==> config.mk <==
export PLATFORM = sky130hd
export DESIGN_NAME = itch_msg_framer_flat
export DESIGN_NICKNAME = d
export VERILOG_FILES = /design/src/rtl/itch_msg_framer_pkg.sv /design/src/rtl/itch_msg_framer_if.sv /design/src/rtl/itch_msg_framer.sv /design/src/flat_wrapper.sv
export SDC_FILE = /design/constraint.sdc
export NUM_CORES = 1
export LEC_CHECK = 0
export BUFFER_PORTS_ARGS = -buffer_cell sky130_fd_sc_hd__buf_4
export CORE_ASPECT_RATIO = 0.6
export CORE_MARGIN = 1.5
export CORE_UTILIZATION = 50
export CTS_CLUSTER_DIAMETER = 100
export DETAILED_ROUTE_END_ITERATION = 7
export GPL_TIMING_DRIVEN = 1
export PLACE_DENSITY = 0.72
export SLEW_MARGIN = 20
export SYNTH_ARGS = -nofsm -noshare
export SYNTH_HDL_FRONTEND = slang
export SYNTH_SLANG_ARGS = --single-unit
export TNS_END_PERCENT = 1
==> constraint.sdc <==
create_clock -name clk -period 2.7 [get_ports clk]
set_input_delay 0.27 -clock clk [delete_from_list [all_inputs] [get_ports clk]]
set_output_delay 0.27 -clock clk [all_outputs]
set_load 0.02 [all_outputs]
==> src/rtl/itch_msg_framer_pkg.sv <==
// Shared definitions for the ITCH length-prefixed message framer.
package itch_pkg;

  localparam int MAX_LEN_DEF = 64;
  localparam int LEN_W_DEF   = 16;

  typedef enum logic [2:0] {
    ST_LEN_HI  = 3'd0,
    ST_LEN_LO  = 3'd1,
    ST_PAYLOAD = 3'd2,
    ST_DROP    = 3'd3,
    ST_GAP     = 3'd4
  } framer_state_t;

  // Increment that sticks at all-ones instead of wrapping.
  function automatic logic [15:0] sat_inc16(input logic [15:0] v);
    return (v == 16'hFFFF) ? v : v + 16'd1;
  endfunction

endpackage

==> src/rtl/itch_msg_framer_if.sv <==
// Upstream byte stream with valid/ready handshake.
interface itch_msg_framer_if;
  logic [7:0] s_byte;
  logic       s_valid;
  logic       s_ready;

  modport master (output s_byte, output s_valid, input s_ready);
  modport slave  (input s_byte, input s_valid, output s_ready);
endinterface

==> src/rtl/itch_msg_framer.sv <==
// Splits a stream of 2-byte big-endian length prefixes plus payloads into
// framed payload bytes with start/end markers; oversize messages are dropped.
module itch_msg_framer
  import itch_pkg::*;
#(
  parameter int MAX_LEN = MAX_LEN_DEF,
  parameter int LEN_W   = LEN_W_DEF
) (
  input  logic              clk,
  input  logic              rst,
  itch_msg_framer_if.slave  s,
  output logic [7:0]        byte_out,
  output logic              valid_out,
  output logic              msg_start,
  output logic              msg_end,
  output logic              len_error,
  output logic [31:0]       msg_count,
  output logic [15:0]       err_count
);

  framer_state_t    state;
  logic [7:0]       len_hi;
  logic [LEN_W-1:0] rem;
  logic             first;
  logic             ready_en;

  logic [15:0] len_word;
  logic        accept;
  logic        oversize;
  logic        rem_last;
  logic        payload_take;
  logic        payload_last;
  logic        lo_drop;

  assign len_word     = {len_hi, s.s_byte};
  assign oversize     = len_word > 16'(MAX_LEN);
  assign rem_last     = (rem == LEN_W'(1));
  assign accept       = s.s_valid && s.s_ready;
  assign payload_take = accept && (state == ST_PAYLOAD);
  assign payload_last = payload_take && rem_last;
  assign lo_drop      = accept && (state == ST_LEN_LO) && oversize;

  // Ready stays low during reset and comes up on the first edge after release;
  // the single GAP cycle also blocks the upstream.
  assign s.s_ready = ready_en && (state != ST_GAP);

  // Gate that opens ready one clock after reset release.
  always_ff @(posedge clk or negedge rst) begin
    if (!rst) ready_en <= 1'b0;
    else      ready_en <= 1'b1;
  end

  // Framing state machine with remaining-byte counter; idle upstream cycles hold everything.
  always_ff @(posedge clk or negedge rst) begin
    if (!rst) begin
      state  <= ST_LEN_HI;
      len_hi <= 8'h00;
      rem    <= '0;
      first  <= 1'b0;
    end else begin
      case (state)
        ST_LEN_HI: if (accept) begin
          len_hi <= s.s_byte;
          state  <= ST_LEN_LO;
        end
        ST_LEN_LO: if (accept) begin
          rem <= LEN_W'(len_word);
          if (len_word == 16'd0) begin
            state <= ST_LEN_HI;            // heartbeat: nothing to frame
          end else if (oversize) begin
            state <= ST_DROP;
          end else begin
            state <= ST_PAYLOAD;
            first <= 1'b1;
          end
        end
        ST_PAYLOAD: if (accept) begin
          first <= 1'b0;
          rem   <= rem - LEN_W'(1);
          if (rem_last) state <= ST_GAP;
        end
        ST_DROP: if (accept) begin
          rem <= rem - LEN_W'(1);
          if (rem_last) state <= ST_LEN_HI;
        end
        ST_GAP:  state <= ST_LEN_HI;
        default: state <= ST_LEN_HI;
      endcase
    end
  end

  // Registered payload output and single-cycle event pulses; byte_out holds when idle.
  always_ff @(posedge clk or negedge rst) begin
    if (!rst) begin
      byte_out  <= 8'h00;
      valid_out <= 1'b0;
      msg_start <= 1'b0;
      msg_end   <= 1'b0;
      len_error <= 1'b0;
    end else begin
      valid_out <= payload_take;
      msg_start <= payload_take && first;
      msg_end   <= payload_last;
      len_error <= lo_drop;
      if (payload_take) byte_out <= s.s_byte;
    end
  end

  // Statistics: forwarded messages wrap, dropped messages saturate.
  always_ff @(posedge clk or negedge rst) begin
    if (!rst) begin
      msg_count <= 32'd0;
      err_count <= 16'd0;
    end else begin
      if (payload_last) msg_count <= msg_count + 32'd1;
      if (lo_drop)      err_count <= sat_inc16(err_count);
    end
  end

endmodule

==> src/flat_wrapper.sv <==
// flat-port wrapper written by rule: the top's interface ports become plain ports
module itch_msg_framer_flat import itch_pkg::*;
#(
  parameter int MAX_LEN = MAX_LEN_DEF,
  parameter int LEN_W   = LEN_W_DEF
)
  (clk, rst, byte_out, valid_out, msg_start, msg_end, len_error, msg_count, err_count, s_s_byte, s_s_valid, s_s_ready);
  itch_msg_framer_if s_i ();
  input  logic clk;
  input  logic rst;
  output logic [7:0] byte_out;
  output logic valid_out;
  output logic msg_start;
  output logic msg_end;
  output logic len_error;
  output logic [31:0] msg_count;
  output logic [15:0] err_count;
  input wire logic [$bits(s_i.s_byte)-1:0] s_s_byte;
  input wire logic [$bits(s_i.s_valid)-1:0] s_s_valid;
  output wire logic [$bits(s_i.s_ready)-1:0] s_s_ready;
  assign s_i.s_byte = s_s_byte;
  assign s_i.s_valid = s_s_valid;
  assign s_s_ready = s_i.s_ready;
  itch_msg_framer #(.MAX_LEN(MAX_LEN), .LEN_W(LEN_W)) u_core (.clk(clk), .rst(rst), .s(s_i), .byte_out(byte_out), .valid_out(valid_out), .msg_start(msg_start), .msg_end(msg_end), .len_error(len_error), .msg_count(msg_count), .err_count(err_count));
endmodule
==> results_dict.tcl, run 1 <==
set metrics [dict create \
    hpwl_um 7530 \
    status "finished, final reports clean" \
    drt_iter0_markers 251 \
    cp.arrival_ps 2560 \
    slowest_delay_ps 550 \
    start_util 0.516 \
    worstSetupEndpointType "flip-flop" \
    crit_required_ps 2920 \
    setup_viol 0 \
    port_buffers 71 \
    yosysMostFrequentCell "dfrtp_1" \
    syn_inst 415 \
    n_fill_cell 689 \
    peakVddDrop_uv 533 \
    post-route-min-period_ps 2340 \
    cts-root-buf "clkbuf_16" \
    cts_resized 0 \
    finalSetupTns_ps 0 \
    synth-seq-cells 89 \
    hold_violations 0 \
    totalPowerFinal_uw 3890 \
    dpl_worst_slack_ps 383 \
    finalCritPeriodShare 0.867 \
    crit_type "flip-flop to flip-flop" \
    cts_setup_buffers 0 \
    vias 3498 \
    worst-path-max-fanout 8 \
    max_slew_margin 0.460 \
    worst_slack_ps 360 \
    yosysUniqueCellTypes 50 \
    syn_area_per_cell_um2 10.5 \
    fp.dieW_um 124 \
    wl_per_cell_um 16.9 \
    grt_overflow 0 \
    fin_worst_skew_ps 5.96 \
    seq_area_frac_synth 0.509 \
    grt_pass1_vias 3168 \
    grt_max_degree 43 \
    rsz0062_at_grt "no" \
    insertion_delay_ps 340 \
    powerDensity_nw_per_um2 725 \
    synth_edf_count 0 \
    final_core_util 0.632 \
    clkSinkCount 89 \
    drc 0 \
    grt_pass1_wl_um 16200 \
    syn_area_um2 4380 \
    antenna_found_initial 0 \
    gp_congestion 0.862 \
    clkTransAtPathRegs_ps 60 \
    row_count 26 \
    cts_made_buffers 9 \
    grt_usage 0.233 \
    cts_tree "done" \
    worst_slew_pin_slew_ps 810 \
    dieArea_um2 9340 \
    leakagePower_uw 0.00251 \
    drv_slew 0 \
    ant_nets 0 \
    yosysWarnings 0 \
    areaGrowthSynthToFinish_pct 22.7 \
    syn_nets 430 \
    clockBufferDepth 2 \
    cp_top_family "simple AND/OR/NAND/NOR gates" \
    diodes 0 \
    drt-vias-per-instance 5.74 \
    die_h_um 75.5 \
    yosysTopAreaCellShare 0.509 \
    crit_buf_inv 1 \
    coreArea_um2 8490 \
    synth_top_area_cell "dfrtp_1" \
    crit_slowest_cell "or4_4" \
    maxClockFrequency_mhz 427 \
    fin_nets 508 \
    drtPass1Iterations 4 \
    hold_buffers 1 \
    synthTopCellsByArea "dfrtp_1 (51%), xnor2_1 (6.4%), mux2_2 (4.4%), xor2_1 (2.8%), nand3_1 (2.6%)" \
    synth_flop_cell "dfrtp_1" \
    drive_gt1_frac 0.268 \
    min_path_type "primary input to flip-flop" \
    pin_count 72 \
    start_kind "flip-flop" \
    synthArstFlopShare 1.00 \
    hold-worst-slack_ps 196 \
    wl_um 10300 \
    drv_cap 0 \
    worstPathCellList "or4_4 -> nor4_4 -> buf_4 -> and4_1 -> nand4_1 -> xnor2_1" \
    synth_common_cells "dfrtp_1 (89), xnor2_1 (32), nand2_1 (24)" \
    h-tree-depth 3 \
]
-- sequential cells by signal, summed over array words and instances (netlist names) --
| signal | cells |
|---|---|
| u_core.byte_out | 8 |
| u_core.rem | 16 |
| u_core.msg_start | 1 |
| u_core.state | 3 |
| u_core.msg_end | 1 |
| u_core.len_error | 1 |
| u_core.valid_out | 1 |
| u_core.err_count | 16 |
| u_core.ready_en | 1 |
| u_core.len_hi | 8 |
| u_core.msg_count | 32 |
| u_core.first | 1 |
-- worst register-to-register path: stages (launching register included) --
cell and delay, ps:
dfrtp_1 480, or4_4 550, nor4_4 270, buf_4 210, and4_1 380, nand4_1 170
xnor2_1 170
-- placed cells by master, fill, tap and decap left out, drive strengths merged, types with 2 or more instances in the layout --
cell type / instances
a2bb2oi: 5
and4: 4
nor4: 11
clkbuf: 12
o32ai: 2
ha: 4
o22ai: 5
nand2b: 3
nand3: 23
a31oi: 4
mux2: 17
xnor2: 32
a41oi: 2
o21a: 2
nand4: 20
and2: 5
inv: 18
or3: 4
clkinv: 2
o21ai: 14
nor2: 24
a21boi: 2
nand3b: 3
buf: 82
nor3: 21
xor2: 14
nand2: 24
and3: 10
or4: 5
a21oi: 21
dfrtp: 89
-- stage by stage --
step           cells  cell area, um2
2_1_floorplan    415            4380
3_3_place_gp     593            5060
3_5_place_dp     593            5060
4_1_cts          609            5370
5_1_grt          609            5370
6_report         609            5370
-- cell families (layout without fill, tap and decap cells) --
logic type,Yosys count,count (layout),share of synthesized area
DFF,89,89,0.509
AOI/OAI and AO/OA,62,62,0.0869
other,1,1,0.000857
xor gates and xnor gates,46,46,0.0920
muxes,17,17,0.0437
and+or+nand+nor,162,162,0.225
buffers and inverters,34,116,0.0314
adders and majority gates,4,4,0.0114
-- area by class of cell --
| class | instances | area (um2) | area share |
|---|---|---|---|
| Clock inverter | 3 | 40.0 | 0.00746 |
| Timing Repair Buffer | 83 | 626 | 0.116 |
| Tap cell | 112 | 140 | 0.0261 |
| Inverter | 18 | 67.6 | 0.0126 |
| Multi-Input combinational cell | 292 | 2010 | 0.375 |
| Sequential cell | 89 | 2230 | 0.415 |
| Clock buffer | 12 | 256 | 0.0478 |
-- metal layers --
layer  track usage  part of all wire
met1         0.350              0.48
met2         0.327              0.42
met5             0                 0
met4        0.0664            0.0088
met3        0.0666             0.088
-- report_power, final --
group	internal [uW]	switching (uW)
Clock	759	491
Sequential	1570	257
Combinational	377	436
-- final timing paths --
check	start	endpoint	slack, ps	depth (start not counted)
worst max-delay path	u_core.rem[10]	u_core.msg_count[20]	360	6
worst min-delay path	s_s_byte[0]	u_core.rem[0]	200	3
worst max register to register	u_core.rem[10]	u_core.msg_count[20]	360	6
worst min register to register	u_core.first	u_core.msg_start	470	1
max in group asynchronous	rst	u_core.byte_out[5]	1500	3
min in group asynchronous	rst	u_core.msg_count[5]	460	2
Power figures use the tool's default switching activity.
==> run 2: changes to the inputs <==
--- a/config.mk
+++ b/config.mk
@@ -8,11 +8,11 @@
 export BUFFER_PORTS_ARGS = -buffer_cell sky130_fd_sc_hd__buf_4
 export CORE_ASPECT_RATIO = 0.6
 export CORE_MARGIN = 1.5
-export CORE_UTILIZATION = 50
+export CORE_UTILIZATION = 56
 export CTS_CLUSTER_DIAMETER = 100
 export DETAILED_ROUTE_END_ITERATION = 7
 export GPL_TIMING_DRIVEN = 1
-export PLACE_DENSITY = 0.72
+export PLACE_DENSITY = 0.79
 export SLEW_MARGIN = 20
 export SYNTH_ARGS = -nofsm -noshare
 export SYNTH_HDL_FRONTEND = slang
==> run 2 against run 1 <==
Sequential share of layout area grew 0.51 points. Design area fell by 1.2%. Combinational power is essentially flat. Largest cell class unchanged. Largest power group unchanged. Highest routed layer unchanged.
==> results_dict.tcl, run 2 (same netlist as run 1, synthesis figures left out) <==
set metrics [dict create \
    post-route-min-period_ps 2460 \
    hold_violations 0 \
    antenna_found_initial 0 \
    cp.arrival_ps 2680 \
    drt-vias-per-instance 5.96 \
    largest_reg_flops 32 \
    coreArea_um2 7420 \
    start_kind "flip-flop" \
    fp.dieW_um 117 \
    grt_usage 0.271 \
    finalSetupTns_ps 0 \
    drt_iter0_markers 320 \
    wl_per_cell_um 17.3 \
    cts_tree "done" \
    maxClockFrequency_mhz 407 \
    row_count 24 \
    drive_gt1_frac 0.262 \
    grt_max_degree 50 \
    rsz0062_at_grt "no" \
    whs_path_depth 3 \
    drc 0 \
    peakVddDrop_uv 644 \
    port_buffers 71 \
    hpwl_um 7460 \
    cts_made_buffers 9 \
    worstSetupEndpointType "flip-flop" \
    most-common-layout-cells "dfrtp_1 (89), buf_4 (78), xnor2_1 (32)" \
    min_to "u_core.rem[0]" \
    cts-root-buf "clkbuf_16" \
    status "finished, final reports clean" \
    top_register "u_core.msg_count" \
    ant_nets 0 \
    setup_viol 0 \
    drv_cap 0 \
    areaGrowthSynthToFinish_pct 21.2 \
    vias 3557 \
    gp_congestion 0.866 \
    clkSinkCount 89 \
    crit_type "flip-flop to flip-flop" \
    pin_count 72 \
    fin_worst_skew_ps 7.51 \
    clkTransAtPathRegs_ps 60 \
    dpl_worst_slack_ps 250 \
    layout_commonest_cell "dfrtp_1" \
    start_util 0.590 \
    reg.largest.list "u_core.msg_count (32), u_core.err_count (16), u_core.rem (16)" \
    grt_pass1_wl_um 17300 \
    drtPass1Iterations 5 \
    n_fill_cell 558 \
    drv_slew 0 \
    hold-worst-slack_ps 199 \
    rrSetupSlack_ps 240 \
    crit_required_ps 2920 \
    grt_pass1_vias 3453 \
    max_slew_margin 0.494 \
    worst-path-max-fanout 8 \
    dieArea_um2 8370 \
    clockBufferDepth 2 \
    wl_um 10300 \
    worst_slew_pin_slew_ps 752 \
    powerDensity_nw_per_um2 705 \
    finalCritPeriodShare 0.911 \
    die_h_um 71.5 \
    r2r_cells 5 \
    leakagePower_uw 0.00247 \
    diodes 0 \
    r2r-end "u_core.msg_count[8]" \
    min_path_type "primary input to flip-flop" \
    fin_nets 505 \
    min_from "s_s_byte[0]" \
    grt_overflow 0 \
    r2r-start "u_core.rem[10]" \
    final_core_util 0.715 \
    h-tree-depth 3 \
    worst_slack_ps 241 \
    insertion_delay_ps 340 \
]
==> run 2: metal layers <==
layer	GRT usage	up-vias	wire length, um
met2	0.394	136	4610
met4	0.0817	0	129
li1	-	1646	-
met1	0.403	1756	4810
met3	0.0677	19	782
met5	0	-	0
==> run 2: where the power goes <==
group	leakage [uW]	switching, uW	total [uW]	internal, uW
logic	0.00122	441	811	370
clock network	0.000124	495	1100	608
registers	0.00113	251	1820	1570
==> run 2: final cells by class <==
type | count | area (um2) | share of cell area
clock inverter | 4 | 22.5 | 0.00425
multi-input combinational | 292 | 2010 | 0.379
sequential | 89 | 2230 | 0.420
clock buffer | 10 | 229 | 0.0432
tap | 104 | 130 | 0.0245
inverter | 18 | 67.6 | 0.0127
timing repair buffer | 80 | 616 | 0.116
==> run 2: how the worst max path moves through the flow <==
stage	to	depth (start not counted)	slack (ps)	start
after floorplan	u_core.msg_count[20]	6	550	u_core.rem[13]
after global placement	u_core.msg_count[20]	5	330	u_core.rem[13]
after detailed placement	u_core.msg_count[21]	5	250	u_core.rem[10]
after CTS	u_core.msg_count[19]	5	250	u_core.rem[10]
after global routing	u_core.msg_count[21]	7	60	u_core.rem[1]
final	u_core.msg_count[8]	5	240	u_core.rem[10]
==> run 2: worst max-delay path, stage by stage (launching register included) <==
cell	delay [ps]
dfrtp_1	440
or4_4	540
nor4_4	560
and4_1	490
nand3_1	160
xnor2_1	160
==> run 2: per-stage QoR <==
| step | total power, uW | std cells | area [um2] |
|---|---|---|---|
| after floorplan | 2300 | 415 | 4380 |
| after global placement | 2590 | 582 | 5040 |
| after detailed placement | 2640 | 582 | 5040 |
| after CTS | 3750 | 597 | 5310 |
| after global routing | 3920 | 597 | 5310 |
| final | 3740 | 597 | 5310 |
==> run 2: repair_timing <==
item                      in CTS  in global routing
hold buffers                   1                  0
buffers inserted               0                  0
hold endpoints to repair      48                  0
gates resized for setup        0                  0
